--- config.mk ---
export PLATFORM = sky130hd
export DESIGN_NAME = i2c_arbiter
export DESIGN_NICKNAME = d
export VERILOG_FILES = /design/src/rtl/i2c_arbiter.sv
export SDC_FILE = /design/constraint.sdc
export NUM_CORES = 1
export LEC_CHECK = 0
export ABC_AREA = 1
export CAP_MARGIN = 40
export CORE_UTILIZATION = 45
export DETAILED_ROUTE_END_ITERATION = 12
export PLACE_DENSITY = 0.81
export SLEW_MARGIN = 0
export SYNTH_ARGS = -nofsm -noshare
export SYNTH_HDL_FRONTEND = slang
export SYNTH_SLANG_ARGS = --single-unit
--- constraint.sdc ---
create_clock -name clk -period 2.7 [get_ports clk]
set_clock_uncertainty 0.15 [all_clocks]
set_input_delay 0.27 -clock clk [delete_from_list [all_inputs] [get_ports clk]]
set_output_delay 0.27 -clock clk [all_outputs]
set_load 0.01 [all_outputs]
--- src/rtl/i2c_arbiter.sv ---
// Round-robin scheduler sharing one I2C master among NREQ requesters; grant, m_* and m_start register one edge after req.
// Requesters hold req until their done/err pulse; completion is registered one edge after m_done or at the timeout edge.
module i2c_arbiter #(
  parameter int NREQ    = 4,
  parameter int TIMEOUT = 1023
) (
  input  logic              clk,
  input  logic              rst_n,
  input  logic [NREQ-1:0]   req,
  input  logic [7*NREQ-1:0] req_addr,
  input  logic [NREQ-1:0]   req_rw,
  input  logic [8*NREQ-1:0] req_reg,
  input  logic [8*NREQ-1:0] req_wdata,
  output logic [NREQ-1:0]   gnt,
  output logic [NREQ-1:0]   done,
  output logic [NREQ-1:0]   err,
  output logic [7:0]        rdata,
  output logic              m_start,
  output logic              m_abort,
  output logic [6:0]        m_addr,
  output logic              m_rw,
  output logic [7:0]        m_reg,
  output logic [7:0]        m_wdata,
  input  logic              m_done,
  input  logic              m_nack,
  input  logic [7:0]        m_rdata
);

  localparam int PW = $clog2(NREQ);
  localparam logic [15:0] TMO = 16'(TIMEOUT);

  typedef logic [PW-1:0] idx_t;
  typedef enum logic [1:0] {IDLE, ISSUE, WAIT} state_t;

  state_t          state_q, state_d;
  idx_t            ptr_q, ptr_d;
  idx_t            idx_q, idx_d;
  logic [15:0]     cnt_q, cnt_d;
  logic [NREQ-1:0] gnt_q, gnt_d;
  logic [NREQ-1:0] done_q, done_d;
  logic [NREQ-1:0] err_q, err_d;
  logic [7:0]      rdata_q, rdata_d;
  logic            m_start_q, m_start_d;
  logic            m_abort_q, m_abort_d;
  logic [6:0]      m_addr_q, m_addr_d;
  logic            m_rw_q, m_rw_d;
  logic [7:0]      m_reg_q, m_reg_d;
  logic [7:0]      m_wdata_q, m_wdata_d;

  logic found;
  idx_t win;
  idx_t nxt_ptr;

  // First pending requester at or after ptr, wrapping around.
  always_comb begin
    found = 1'b0;
    win   = '0;
    for (int i = 0; i < NREQ; i++) begin
      if (!found && req[(int'(ptr_q) + i) % NREQ]) begin
        found = 1'b1;
        win   = PW'((int'(ptr_q) + i) % NREQ);
      end
    end
  end

  assign nxt_ptr = (int'(idx_q) == NREQ - 1) ? '0 : idx_q + idx_t'(1);

  always_comb begin
    state_d   = state_q;
    ptr_d     = ptr_q;
    idx_d     = idx_q;
    cnt_d     = cnt_q;
    gnt_d     = gnt_q;
    done_d    = '0;
    err_d     = '0;
    rdata_d   = rdata_q;
    m_start_d = 1'b0;
    m_abort_d = 1'b0;
    m_addr_d  = m_addr_q;
    m_rw_d    = m_rw_q;
    m_reg_d   = m_reg_q;
    m_wdata_d = m_wdata_q;
    case (state_q)
      IDLE: begin
        if (found) begin
          idx_d     = win;
          gnt_d     = NREQ'(1) << win;
          m_addr_d  = req_addr[7*int'(win) +: 7];
          m_rw_d    = req_rw[win];
          m_reg_d   = req_reg[8*int'(win) +: 8];
          m_wdata_d = req_wdata[8*int'(win) +: 8];
          m_start_d = 1'b1;
          cnt_d     = '0;
          state_d   = ISSUE;
        end
      end
      ISSUE: state_d = WAIT;
      WAIT: begin
        cnt_d = cnt_q + 16'd1;
        // A completion landing on the timeout edge takes priority over the abort.
        if (m_done) begin
          if (m_nack) begin
            err_d = gnt_q;
          end else begin
            done_d = gnt_q;
            if (m_rw_q) rdata_d = m_rdata;
          end
          gnt_d   = '0;
          ptr_d   = nxt_ptr;
          state_d = IDLE;
        end else if (cnt_q + 16'd1 == TMO) begin
          err_d     = gnt_q;
          m_abort_d = 1'b1;
          gnt_d     = '0;
          ptr_d     = nxt_ptr;
          state_d   = IDLE;
        end
      end
      default: state_d = IDLE;
    endcase
  end

  always_ff @(posedge clk or negedge rst_n) begin
    if (!rst_n) begin
      state_q   <= IDLE;
      ptr_q     <= '0;
      idx_q     <= '0;
      cnt_q     <= '0;
      gnt_q     <= '0;
      done_q    <= '0;
      err_q     <= '0;
      rdata_q   <= '0;
      m_start_q <= 1'b0;
      m_abort_q <= 1'b0;
      m_addr_q  <= '0;
      m_rw_q    <= 1'b0;
      m_reg_q   <= '0;
      m_wdata_q <= '0;
    end else begin
      state_q   <= state_d;
      ptr_q     <= ptr_d;
      idx_q     <= idx_d;
      cnt_q     <= cnt_d;
      gnt_q     <= gnt_d;
      done_q    <= done_d;
      err_q     <= err_d;
      rdata_q   <= rdata_d;
      m_start_q <= m_start_d;
      m_abort_q <= m_abort_d;
      m_addr_q  <= m_addr_d;
      m_rw_q    <= m_rw_d;
      m_reg_q   <= m_reg_d;
      m_wdata_q <= m_wdata_d;
    end
  end

  assign gnt     = gnt_q;
  assign done    = done_q;
  assign err     = err_q;
  assign rdata   = rdata_q;
  assign m_start = m_start_q;
  assign m_abort = m_abort_q;
  assign m_addr  = m_addr_q;
  assign m_rw    = m_rw_q;
  assign m_reg   = m_reg_q;
  assign m_wdata = m_wdata_q;

endmodule

==> run metrics <==
largest reg by FF count=cnt_q; Ys Warns=0; largest net degree at the start of global routing=41; r2r endpoint=err[2]$_DFF_PN0_; Area growth syn-to-layout=43.8%; Clock H-tree levels=3; layer carrying the most global-route usage=met2; mapped cell area=4320 um^2; worst-path cell chain=ha_1 -> nand2_1 -> nor2_4 -> nand2_1 -> nand2_1 -> nand2_1 -> a21oi_1 -> nand2_1 -> nor2_1 -> nand2_1 -> nand2_1 -> nor3b_1; vias in the first global route=4670; Vias=4732; Worst Path Arrival=2450 ps; GRT Util Overall=27.1%; Root Buffer=clkbuf_8; cell depth of the worst flop-to-flop path=12; CTS buffer count=9; drt pass-1 iters=4; drt wl/cell=13.8 um; sequential cell area fraction in the yosys report=39.4%; Fin. Hold Viols=0; Final Cycle Share=87.6%; endpoints failing setup=0; Post-synth EDFFs=0; setup_tns=0 ps; leakage=0.00304 uW; most frequent cells in the layout=nand2_1, clkdlybuf4s50_1, dfrtp_1, nand4_1, inv_1; met3 Usage GRT=7.17%; run status=completed; Post-Syn Nets=757; Critical Path Start Type=flop; relative slew slack=56.6%; Crit Path Category=reg2reg; Max clock buf depth=2; VDD IR max=0.599 mV; gpl congestion=0.897; Synth Instances=642; worst-margin pin slew=651 ps; Design Area, Final=6200 um^2; Synth cell types=31; commonest non-fill, non-tap cell in the layout=nand2_1; Worst Path Required=2780 ps; Avg Cell Area, Syn=6.72 um^2; DP Area=5990 um^2; met1 Use GR=30.3%; Critical Path Sink Type=flop; global routing usage on met2=48.8%; RSZ-0062 raised after global routing=false; CORE AREA=9280 um^2; first-pass GRT wire length=21300 um; Skew-Pair Late Insertion Delay=340 ps; Remaining DRCs=0; worst reg2reg path startpoint=cnt_q[1]$_DFFE_PN0P_; FF-to-FF setup slack=340 ps; share of cells above drive strength 1=7.29%; Synth Flop Type=dfrtp_1; TritonCTS clock tree=yes; NumNets Final=906; final critical-path required period=2360 ps; FFs w/ async S/R, synth=100%; HPWL after DPL=9570 um; 1st-iter DRT viols=180; Max-Cap Viols=0; highest clock rate=0.423 GHz; Die Span Y=99.9 um; Fill cells=813; Initial Util=46.5%; setup bufs post-CTS=0; initial antenna violation count=0; GRT overflow=0; max reg flops=16; CP max stage cell=dfrtp_1; Port Buffers=157; Clock Sink Count=68; Worst path most repeated cell=nand2_1; Vias per Instance=5.12; DRT antenna net count=0; IO Pins=158; Max Transition Viols Final=0; crit-path max cell delay=420 ps; worst-path fanout max=9; CTS clk-pin slew, worst paths=70 ps; Die X=99.9 um; Routed WL=12700 um; DIE AREA=9990 um^2; total inserted antenna cells=0; post-layout util=66.8%; FF+latch count, synth=68; row count=35; PD cells=1150 nW/um^2; Worst Hold Class=in2async
through the flow:
stage	setup WS, ps	power, uW	cells	hold WS (ps)
after floorplan	771	4860	642	-176
after global placement	347	6170	908	183
after detailed placement	277	6290	908	181
after CTS	275	7160	925	338
after global routing	74.0	7840	925	355
final	335	7150	925	340
cell type report:
cell class                      instances  area, um^2  share of cell area, %
Sequential cell                        68        1700                   27.5
Clock inverter                          4        47.5                  0.766
Tap cell                              129         161                   2.60
Inverter                               36         138                   2.22
Clock buffer                           12         155                   2.50
Timing Repair Buffer                  172        1710                   27.5
Multi-Input combinational cell        504        2290                   37.0
worst max path at each step:
stage                               startpoint                      to  slack, ps  cells after the start
after global placement                  req[3]    m_reg[4]$_DFFE_PN0P_        350                     15
after CTS                 ptr_q[0]$_DFFE_PN0P_  m_wdata[4]$_DFFE_PN0P_        280                     15
after detailed placement                req[3]  m_wdata[4]$_DFFE_PN0P_        280                     17
final                     cnt_q[1]$_DFFE_PN0P_        err[2]$_DFF_PN0_        340                     12
after global routing      cnt_q[1]$_DFFE_PN0P_        err[2]$_DFF_PN0_         70                     12
after floorplan           ptr_q[0]$_DFFE_PN0P_   m_addr[3]$_DFFE_PN0P_        770                     15
Yosys cell counts, types with 2 or more instances:
library cell,count,area [um^2]
o21ai_1,5,25.0
nand4_1,53,332
clkbuf_1,8,30.0
nor2_2,2,12.5
nand3_1,24,120
o22ai_1,7,43.8
inv_2,4,15.0
nand2_1,344,1290
nand3_2,2,20.0
nor3b_1,4,30.0
dfrtp_1,68,1700
buf_4,5,37.5
nand3_4,2,35.0
inv_1,31,116
buf_6,2,22.5
buf_2,18,90.1
nor2_1,26,97.6
nor3_1,2,10.0
ha_1,3,37.5
nand2_2,3,18.8
xor2_1,2,17.5
nor2_4,2,22.5
o21ai_0,10,50.1
mux2_2,8,90.1
layer usage:
metal	wire length, um	share of wire (%)	up-vias
met5	0	0	-
met4	303	2.4	0
met3	900	7.1	24
met2	6500	51	144
met1	5030	39	2202
li1	-	-	2362
kinds of logic (layout without fill, tap and decap cells):
kind of cell / Yosys count / count (layout) / share of synthesized area, %
xor gates and xnor gates: 2 / 2 / 0.406
AOI/OAI and AO/OA: 24 / 24 / 3.07
and+or+nand+nor: 467 / 467 / 46.7
adders and majority gates: 3 / 3 / 0.870
muxes: 8 / 8 / 2.09
buffers and inverters: 70 / 224 / 7.45
DFF: 68 / 68 / 39.4
power breakdown:
group	switching [uW]	internal (uW)
logic	2900	1800
registers	235	1360
clock network	382	474
worst max-delay path: cells and delay by family (launching register included):
kind / cells / cell delay (ps)
AND/OR/NAND/NOR: 10 / 1290
flip-flops: 1 / 420
adder cells (fa/ha/maj): 1 / 230
AO/OA/AOI/OAI: 1 / 170
what timing repair did:
action,4_1_cts,5_1_grt
hold endpoints to repair,28,0
resized for setup,0,1
hold buffers,1,0
endpoints found under the setup margin,0,4
Power figures use the tool's default switching activity.
